$ cat config.mk
export PLATFORM = sky130hd
export DESIGN_NAME = addsub_sequencer
export DESIGN_NICKNAME = d
export VERILOG_FILES = /design/src/rtl/addsub_sequencer_pkg.sv /design/src/rtl/addsub_sequencer_slice.sv /design/src/rtl/addsub_sequencer.sv
export SDC_FILE = /design/constraint.sdc
export NUM_CORES = 1
export LEC_CHECK = 0
export ABC_AREA = 1
export BUFFER_PORTS_ARGS = -buffer_cell sky130_fd_sc_hd__buf_2
export CORE_ASPECT_RATIO = 1.1
export CORE_MARGIN = 8
export CORE_UTILIZATION = 54
export DETAILED_ROUTE_END_ITERATION = 12
export HOLD_SLACK_MARGIN = 0.02
export PLACE_DENSITY = 0.79
export SYNTH_ARGS = -nofsm -noshare
export SYNTH_HDL_FRONTEND = slang
export SYNTH_HIERARCHICAL = 1
export SYNTH_SLANG_ARGS = --single-unit
$ cat constraint.sdc
create_clock -name clk -period 3.4 [get_ports clk]
set_input_delay 0.51 -clock clk [delete_from_list [all_inputs] [get_ports clk]]
set_output_delay 0.51 -clock clk [all_outputs]
set_load 0.01 [all_outputs]
$ cat src/rtl/addsub_sequencer_pkg.sv
// Shared types for the multi-cycle add/subtract sequencer.
package addsub_sequencer_pkg;

  typedef enum logic [1:0] {
    IDLE = 2'd0,
    RUN  = 2'd1,
    DONE = 2'd2
  } state_e;

  localparam logic MODE_ADD = 1'b0;
  localparam logic MODE_SUB = 1'b1;

endpackage

$ cat src/rtl/addsub_sequencer_slice.sv
// Combinational W-bit ripple add/sub slice: s = a + (b ^ m) + cin.
module slice_addsub #(
  parameter int W = 4
) (
  input  logic [W-1:0] a,
  input  logic [W-1:0] b,
  input  logic         m,
  input  logic         cin,
  output logic [W-1:0] s,
  output logic         cout,
  output logic         c_msb
);

  logic [W-1:0] bx;
  logic [W:0]   c;

  always_comb begin
    bx   = b ^ {W{m}};
    s    = '0;
    c    = '0;
    c[0] = cin;
    for (int i = 0; i < W; i++) begin
      s[i]     = a[i] ^ bx[i] ^ c[i];
      c[i+1]   = (a[i] & bx[i]) | (a[i] & c[i]) | (bx[i] & c[i]);
    end
  end

  assign cout  = c[W];
  // Carry into the top bit, needed by the sequencer for signed overflow.
  assign c_msb = c[W-1];

endmodule

$ cat src/rtl/addsub_sequencer.sv
// WIDTH-bit add/subtract that reuses one SLICE-bit slice over WIDTH/SLICE cycles, LSB first.
//   state | meaning
//   IDLE  | waiting for start; result/flags hold the last finished op
//   RUN   | processing slice idx, one slice per cycle
//   DONE  | one-cycle done pulse; start here is accepted back-to-back
module addsub_sequencer
  import addsub_sequencer_pkg::*;
#(
  parameter int WIDTH = 16,
  parameter int SLICE = 4
) (
  input  logic             clk,
  input  logic             rst,
  input  logic             start,
  input  logic             mode,
  input  logic [WIDTH-1:0] a,
  input  logic [WIDTH-1:0] b,
  output logic             busy,
  output logic             done,
  output logic [WIDTH-1:0] result,
  output logic             cout,
  output logic             overflow
);

  localparam int NSLICE = WIDTH / SLICE;
  localparam int IDXW   = (NSLICE > 1) ? $clog2(NSLICE) : 1;
  localparam logic [IDXW-1:0] IDX_LAST = IDXW'(NSLICE - 1);

  if ((SLICE < 1) || (WIDTH % SLICE != 0)) begin : g_bad_width
    $error("addsub_sequencer: WIDTH must be a non-zero multiple of SLICE");
  end

  state_e           state_q, state_d;
  logic [WIDTH-1:0] a_q, a_d, b_q, b_d, result_q, result_d;
  logic [IDXW-1:0]  idx_q, idx_d;
  logic             mode_q, mode_d, carry_q, carry_d;
  logic             cout_q, cout_d, ovf_q, ovf_d;
  logic             busy_q, busy_d, done_q, done_d;

  logic [SLICE-1:0] sl_a, sl_b, sl_s;
  logic             sl_cout, sl_cmsb;

  assign sl_a = a_q[idx_q*SLICE +: SLICE];
  assign sl_b = b_q[idx_q*SLICE +: SLICE];

  slice_addsub #(.W(SLICE)) u_slice (
    .a     (sl_a),
    .b     (sl_b),
    .m     (mode_q),
    .cin   (carry_q),
    .s     (sl_s),
    .cout  (sl_cout),
    .c_msb (sl_cmsb)
  );

  always_comb begin
    state_d  = state_q;
    a_d      = a_q;
    b_d      = b_q;
    mode_d   = mode_q;
    carry_d  = carry_q;
    idx_d    = idx_q;
    result_d = result_q;
    cout_d   = cout_q;
    ovf_d    = ovf_q;
    case (state_q)
      IDLE, DONE: begin
        state_d = IDLE;
        if (start) begin
          state_d  = RUN;
          a_d      = a;
          b_d      = b;
          mode_d   = mode;
          carry_d  = mode;
          idx_d    = '0;
          result_d = '0;
          cout_d   = 1'b0;
          ovf_d    = 1'b0;
        end
      end
      RUN: begin
        result_d[idx_q*SLICE +: SLICE] = sl_s;
        carry_d = sl_cout;
        if (idx_q == IDX_LAST) begin
          state_d = DONE;
          idx_d   = '0;
          cout_d  = sl_cout;
          ovf_d   = sl_cmsb ^ sl_cout;
        end else begin
          idx_d = idx_q + IDXW'(1);
        end
      end
      default: state_d = IDLE;
    endcase
    busy_d = (state_d == RUN);
    done_d = (state_d == DONE);
  end

  always_ff @(posedge clk) begin
    if (rst) begin
      state_q  <= IDLE;
      a_q      <= '0;
      b_q      <= '0;
      mode_q   <= MODE_ADD;
      carry_q  <= 1'b0;
      idx_q    <= '0;
      result_q <= '0;
      cout_q   <= 1'b0;
      ovf_q    <= 1'b0;
      busy_q   <= 1'b0;
      done_q   <= 1'b0;
    end else begin
      state_q  <= state_d;
      a_q      <= a_d;
      b_q      <= b_d;
      mode_q   <= mode_d;
      carry_q  <= carry_d;
      idx_q    <= idx_d;
      result_q <= result_d;
      cout_q   <= cout_d;
      ovf_q    <= ovf_d;
      busy_q   <= busy_d;
      done_q   <= done_d;
    end
  end

  assign busy     = busy_q;
  assign done     = done_q;
  assign result   = result_q;
  assign cout     = cout_q;
  assign overflow = ovf_q;

endmodule

==> reports/qor.yml, run 1 <==
clkPwrFrac_pct: 35.8
slew_headroom_pct: 53.9
routed_wl_microns: 5770
critPathLaunchType: "flip-flop"
dp.cells: 451
crit_top_cell: "fa_1"
clock_sinks: 58
post-dp-hpwl_microns: 4270
final_area_sq_mm: 0.00309
syn_area_per_cell_sq_um: 7.57
initial_utilization_pct: 54.8
crit_chain: "inv_1, o21ai_0, o22ai_1, xor2_1, fa_1, inv_1, fa_1, fa_1, xnor2_1, nand2_1, nor2_1, nand2_1, a21oi_1"
critPathSlowestCell: "fa_1"
cts.path.max_buffers: 2
wl_per_cell_microns: 12.3
vias: 2398
status: "complete, no violations"
cts_resized: 0
antenna_found_initial: 0
fin_crit_sh_pct: 86.7
die_h_microns: 90.2
reg2reg_slack_ns: 0.45
instances_no_fill: 467
drive_above_1_share_pct: 20.8
die_area_sq_mm: 0.00753
first_global_vias: 2412
pwr-share-comb_pct: 17.0
coreArea_sq_mm: 0.00493
min_to: "a_q[3]"
yosysWarnings: 6
min_path_type: "in2reg"
fp-row-count: 27
synthAdderAreaFrac_pct: 5.00
drt_iter0_drc: 129
critPathRequiredTime_ns: 3.66
syn2layout_area_growth_pct: 14.4
max_cap_violations: 0
swShare_pct: 27.9
cts_tree: "done"
hp-start: "a[3]"
clkLatencyLatePin_ns: 0.33
synthCells: 357
synth-seq-cells: 58
r2r-end: "result[7]"
die_w_microns: 83.5
setup_viol: 0
synth_compound_area_share_pct: 15.0
grt.total_usage_pct: 16.1
fin_nets: 449
ys_types: 26
syn-num-nets: 402
gp_congestion: 0.826
pin_count: 56
cp-end-kind: "flip-flop"
rr_startpoint: "idx_q[1]"
root_buffer: "clkbuf_8"
diodes: 0
cp_data_arrival_time_ns: 3.21
num-fill-cells: 468
syn-cell-area_sq_mm: 0.00270
first_pass_iters: 5
path_max_fanout: 12
hold_viol: 0
post_cts_buffers: 0
port-buffer-count: 55
skew_ns: 0.00574
grt_max_degree: 56
vias_per_cell: 5.13
crit_type: "reg2reg"
min_path_cells: 3
p_per_area_mw_per_mm2: 516
fin_crit_ns: 2.95
fmax_mhz: 339
setup_tns_ns: 0
clk_pin_slew_worst_paths_ns: 0.06
maxSlewViolCount: 0
synth_mux_area_share_pct: 0
worst_slew_pin_slew_ns: 0.690
peakVddDrop_mv: 0.289
synth_top_family_by_area: "simple AND/OR/NAND/NOR gates"
dpl-instance-area_sq_mm: 0.00291
synthXorXnorAreaFrac_pct: 1.30
intPower_uw: 1150
p_leak_uw: 0.00138
grt_first_pass_wirelength_microns: 10200
synth_simple_gate_area_share_pct: 26.5
h-tree-depth: 3
rsz0062_at_grt: "no"
p_sw_uw: 445
postRouteAntennaNets: 0
seq_area_frac_synth_pct: 43.0
cp_slowest_stage_delay_ns: 0.43
seqPwrFrac_pct: 47.2
drc: 0
ff2ff_path_depth: 13
numCtsBuffers: 9
grt-ovfl-total: 0
cts_hold_buffers: 0
-- layer usage --
| layer | track usage, % | share of wire, % | vias to the layer above |
|---|---|---|---|
| met4 | 8.36 | 2.1 | 0 |
| met3 | 5.96 | 5.2 | 9 |
| met2 | 26.6 | 48 | 66 |
| li1 | - | - | 1253 |
| met1 | 17.5 | 45 | 1070 |
| met5 | 0 | 0 | - |
-- worst max path at each step --
stage | start | to | slack [ns]
after floorplan | idx_q[0] | result[7] | 0.63
after global placement | idx_q[1] | result[7] | 0.63
after detailed placement | idx_q[1] | result[7] | 0.50
after CTS | idx_q[1] | result[7] | 0.49
after global routing | idx_q[1] | cout | 0.06
final | idx_q[1] | result[7] | 0.45
-- final cells by class --
class / instances / area, sq um / share of cell area, %
inverters: 24 / 92.6 / 3.00
clock inverters: 2 / 10.0 / 0.324
flip-flops and latches: 58 / 1160 / 37.6
multi-input cells: 254 / 1290 / 41.8
well taps: 58 / 72.6 / 2.35
clock buffers: 14 / 173 / 5.59
repair buffers: 57 / 290 / 9.39
-- metrics by stage --
step           setup slack [ns]  util [%]  power [uW]  hold WS [ns]
6_report                  0.452      62.7        1600         0.426
5_1_grt                  0.0620      62.7        1690         0.426
4_1_cts                   0.487      62.7        1610         0.418
3_5_place_dp              0.495      59.0        1040         0.468
3_3_place_gp              0.627      59.0        1030         0.461
2_1_floorplan             0.627         -         982         0.449
-- power groups by stage --
stage	Clock [uW]	Combinational [uW]	Sequential [uW]
4_1_cts	583	273	753
6_report	571	271	754
2_1_floorplan	0	223	759
5_1_grt	620	315	758
3_5_place_dp	0	272	768
3_3_place_gp	0	265	768
-- cell usage after synthesis, drive strengths merged --
| library cell | count | area share (%) |
|---|---|---|
| ha | 6 | 2.8 |
| nand4 | 4 | 0.93 |
| clkbuf | 6 | 0.83 |
| nor2 | 96 | 14 |
| inv | 24 | 3.4 |
| o22ai | 8 | 1.9 |
| fa | 3 | 2.2 |
| a21oi | 23 | 4.3 |
| o21ai | 48 | 8.9 |
| and2 | 1 | 0.23 |
| buf | 15 | 5.0 |
| dfxtp | 58 | 43 |
| nand2 | 33 | 5.4 |
| xnor2 | 3 | 0.97 |
| nand3 | 28 | 5.6 |
| xor2 | 1 | 0.32 |
-- layout by cell type (no fill, tap or decap), types with 3 or more instances in the layout --
cell type and n:
nand2_1 30, inv_1 19, dfxtp_1 58, nor2_1 92, fa_1 3, clkbuf_8 12
ha_1 6, a21oi_1 23, inv_2 4, o22ai_1 8, o21ai_0 48, nand3_1 26
xnor2_1 3, buf_2 55, nand4_1 4
-- flip-flops by register name, summed over array words and instances, names as in the netlist --
signal / flops
a_q: 16
b_q: 16
busy: 1
carry_q: 1
cout: 1
done: 1
idx_q: 2
mode_q: 1
overflow: 1
result: 16
state_q: 2
-- cells by family (layout without fill, tap and decap cells) --
family,Yosys count,after routing
flops,58,58
buf+inv,45,97
compound gates,79,79
xor+xnor,4,4
fa+ha+maj,9,9
simple gates,162,162
-- critical path, delay by kind of cell, from the launching register on --
kind | cells | cell delay, ns
AO/OA/AOI/OAI | 3 | 0.42
AND/OR/NAND/NOR | 3 | 0.30
XOR/XNOR | 2 | 0.46
buffers and inverters | 2 | 0.31
flip-flops | 1 | 0.40
adder cells (fa/ha/maj) | 3 | 1.00
Note: power is estimated with default switching activity, not from simulation.
==> inputs of run 2 (changes only) <==
--- a/config.mk
+++ b/config.mk
@@ -13,6 +13,7 @@
 export DETAILED_ROUTE_END_ITERATION = 12
 export HOLD_SLACK_MARGIN = 0.02
 export PLACE_DENSITY = 0.79
+export REMOVE_ABC_BUFFERS = 1
 export SYNTH_ARGS = -nofsm -noshare
 export SYNTH_HDL_FRONTEND = slang
 export SYNTH_HIERARCHICAL = 1
==> reports/qor.yml, run 2 (synthesis results as in run 1) <==
fin_crit_sh_pct: 88.3
fp-row-count: 27
fmax_mhz: 333
min_path_type: "in2reg"
min_to: "b_q[2]"
postRouteAntennaNets: 0
cp_slowest_stage_delay_ns: 0.43
grt_max_degree: 56
cts_tree: "done"
hold_viol: 0
cts.path.max_buffers: 2
rsz0062_at_grt: "no"
path_max_fanout: 12
drc: 0
r2r-end: "result[7]"
slew_headroom_pct: 50.4
rr_startpoint: "idx_q[1]"
cts_resized: 0
ff2ff_path_depth: 13
grt_first_pass_wirelength_microns: 10400
dpl_worst_slack_ns: 0.415
critPathSlowestCell: "fa_1"
post_cts_buffers: 0
die_h_microns: 90.2
syn2layout_area_growth_pct: 14.4
fin_crit_ns: 3.00
max_cap_violations: 0
clock_sinks: 58
instances_no_fill: 467
clkLatencyLatePin_ns: 0.34
die_area_sq_mm: 0.00753
gp_congestion: 0.829
routed_wl_microns: 5850
p_per_area_mw_per_mm2: 518
status: "complete, no violations"
initial_utilization_pct: 54.8
drive_above_1_share_pct: 20.8
root_buffer: "clkbuf_8"
critPathRequiredTime_ns: 3.67
path_buf_inv: 2
fin_nets: 449
critPathLaunchType: "flip-flop"
setup_viol: 0
hp-start: "b[2]"
crit_type: "reg2reg"
cp-end-kind: "flip-flop"
first_global_vias: 2447
peakVddDrop_mv: 0.311
die_w_microns: 83.5
crit_chain: "inv_1, o21ai_0, o22ai_1, xor2_1, fa_1, inv_1, fa_1, fa_1, xnor2_1, nand2_1, nor2_1, nand2_1, a21oi_1"
layout_setup_ws_ns: 0.398
wl_per_cell_microns: 12.5
cp_data_arrival_time_ns: 3.27
antenna_found_initial: 0
first_pass_iters: 4
post-dp-hpwl_microns: 4200
maxSlewViolCount: 0
pin_count: 56
crit_top_cell: "fa_1"
min_path_cells: 3
cts_hold_buffers: 0
layout_common_cells: "nor2_1, dfxtp_1, buf_2"
diodes: 0
layout_commonest_cell: "nor2_1"
reg2reg_slack_ns: 0.40
p_leak_uw: 0.00138
cp.depth: 13
vias: 2398
drt_iter0_drc: 106
num-fill-cells: 470
dp.cells: 451
setup_tns_ns: 0
clk_pin_slew_worst_paths_ns: 0.06
h-tree-depth: 3
coreArea_sq_mm: 0.00493
worst_slew_pin_slew_ns: 0.742
path_delay_family: "adder cells"
port-buffer-count: 55
grt.total_usage_pct: 16.3
numCtsBuffers: 9
vias_per_cell: 5.13
skew_ns: 0.00646
grt-ovfl-total: 0
[run 2: layout make-up]
class / count / area [sq um] / share of cell area [%]
inverter: 24 / 92.6 / 3.00
multi-input combinational: 254 / 1290 / 41.8
sequential: 58 / 1160 / 37.6
timing repair buffer: 57 / 290 / 9.39
tap: 58 / 72.6 / 2.35
clock buffer: 14 / 173 / 5.59
clock inverter: 2 / 10.0 / 0.324
[run 2: how the worst max path moves through the flow]
stage	startpoint	end	slack (ns)
after floorplan	idx_q[0]	result[7]	0.36
after global placement	idx_q[1]	result[7]	0.55
after detailed placement	idx_q[1]	result[7]	0.42
after CTS	idx_q[1]	result[7]	0.40
after global routing	idx_q[1]	overflow	0.1
final	idx_q[1]	result[7]	0.40
[run 2: power breakdown]
group / switching (uW) / internal [uW] / total [uW]
Sequential: 29.2 / 724 / 753
Combinational: 165 / 104 / 269
Clock: 255 / 322 / 577
[run 2: metal layers]
layer  GRT usage [%]  share of wire (%)
met4            8.65                1.5
met1            17.9                 45
met3            4.69                6.4
met2            27.8                 47
met5               0                  0
[run 2: stage by stage]
stage | hold WS (ns) | utilization [%] | power [uW] | area, sq um
3_5_place_dp | 0.466 | 59.0 | 1040 | 2910
5_1_grt | 0.434 | 62.7 | 1690 | 3090
2_1_floorplan | 0.450 | - | 953 | 2540
6_report | 0.419 | 62.7 | 1600 | 3090
4_1_cts | 0.412 | 62.7 | 1610 | 3090
3_3_place_gp | 0.460 | 59.0 | 1030 | 2910
[run 2: worst register-to-register path, cell delays in order, from the launching register on]
cell and delay [ns]:
dfxtp_1 0.41, inv_1 0.29, o21ai_0 0.16, o22ai_1 0.16, xor2_1 0.19, fa_1 0.19
inv_1 0.05, fa_1 0.37, fa_1 0.43, xnor2_1 0.25, nand2_1 0.10, nor2_1 0.13
nand2_1 0.07, a21oi_1 0.13
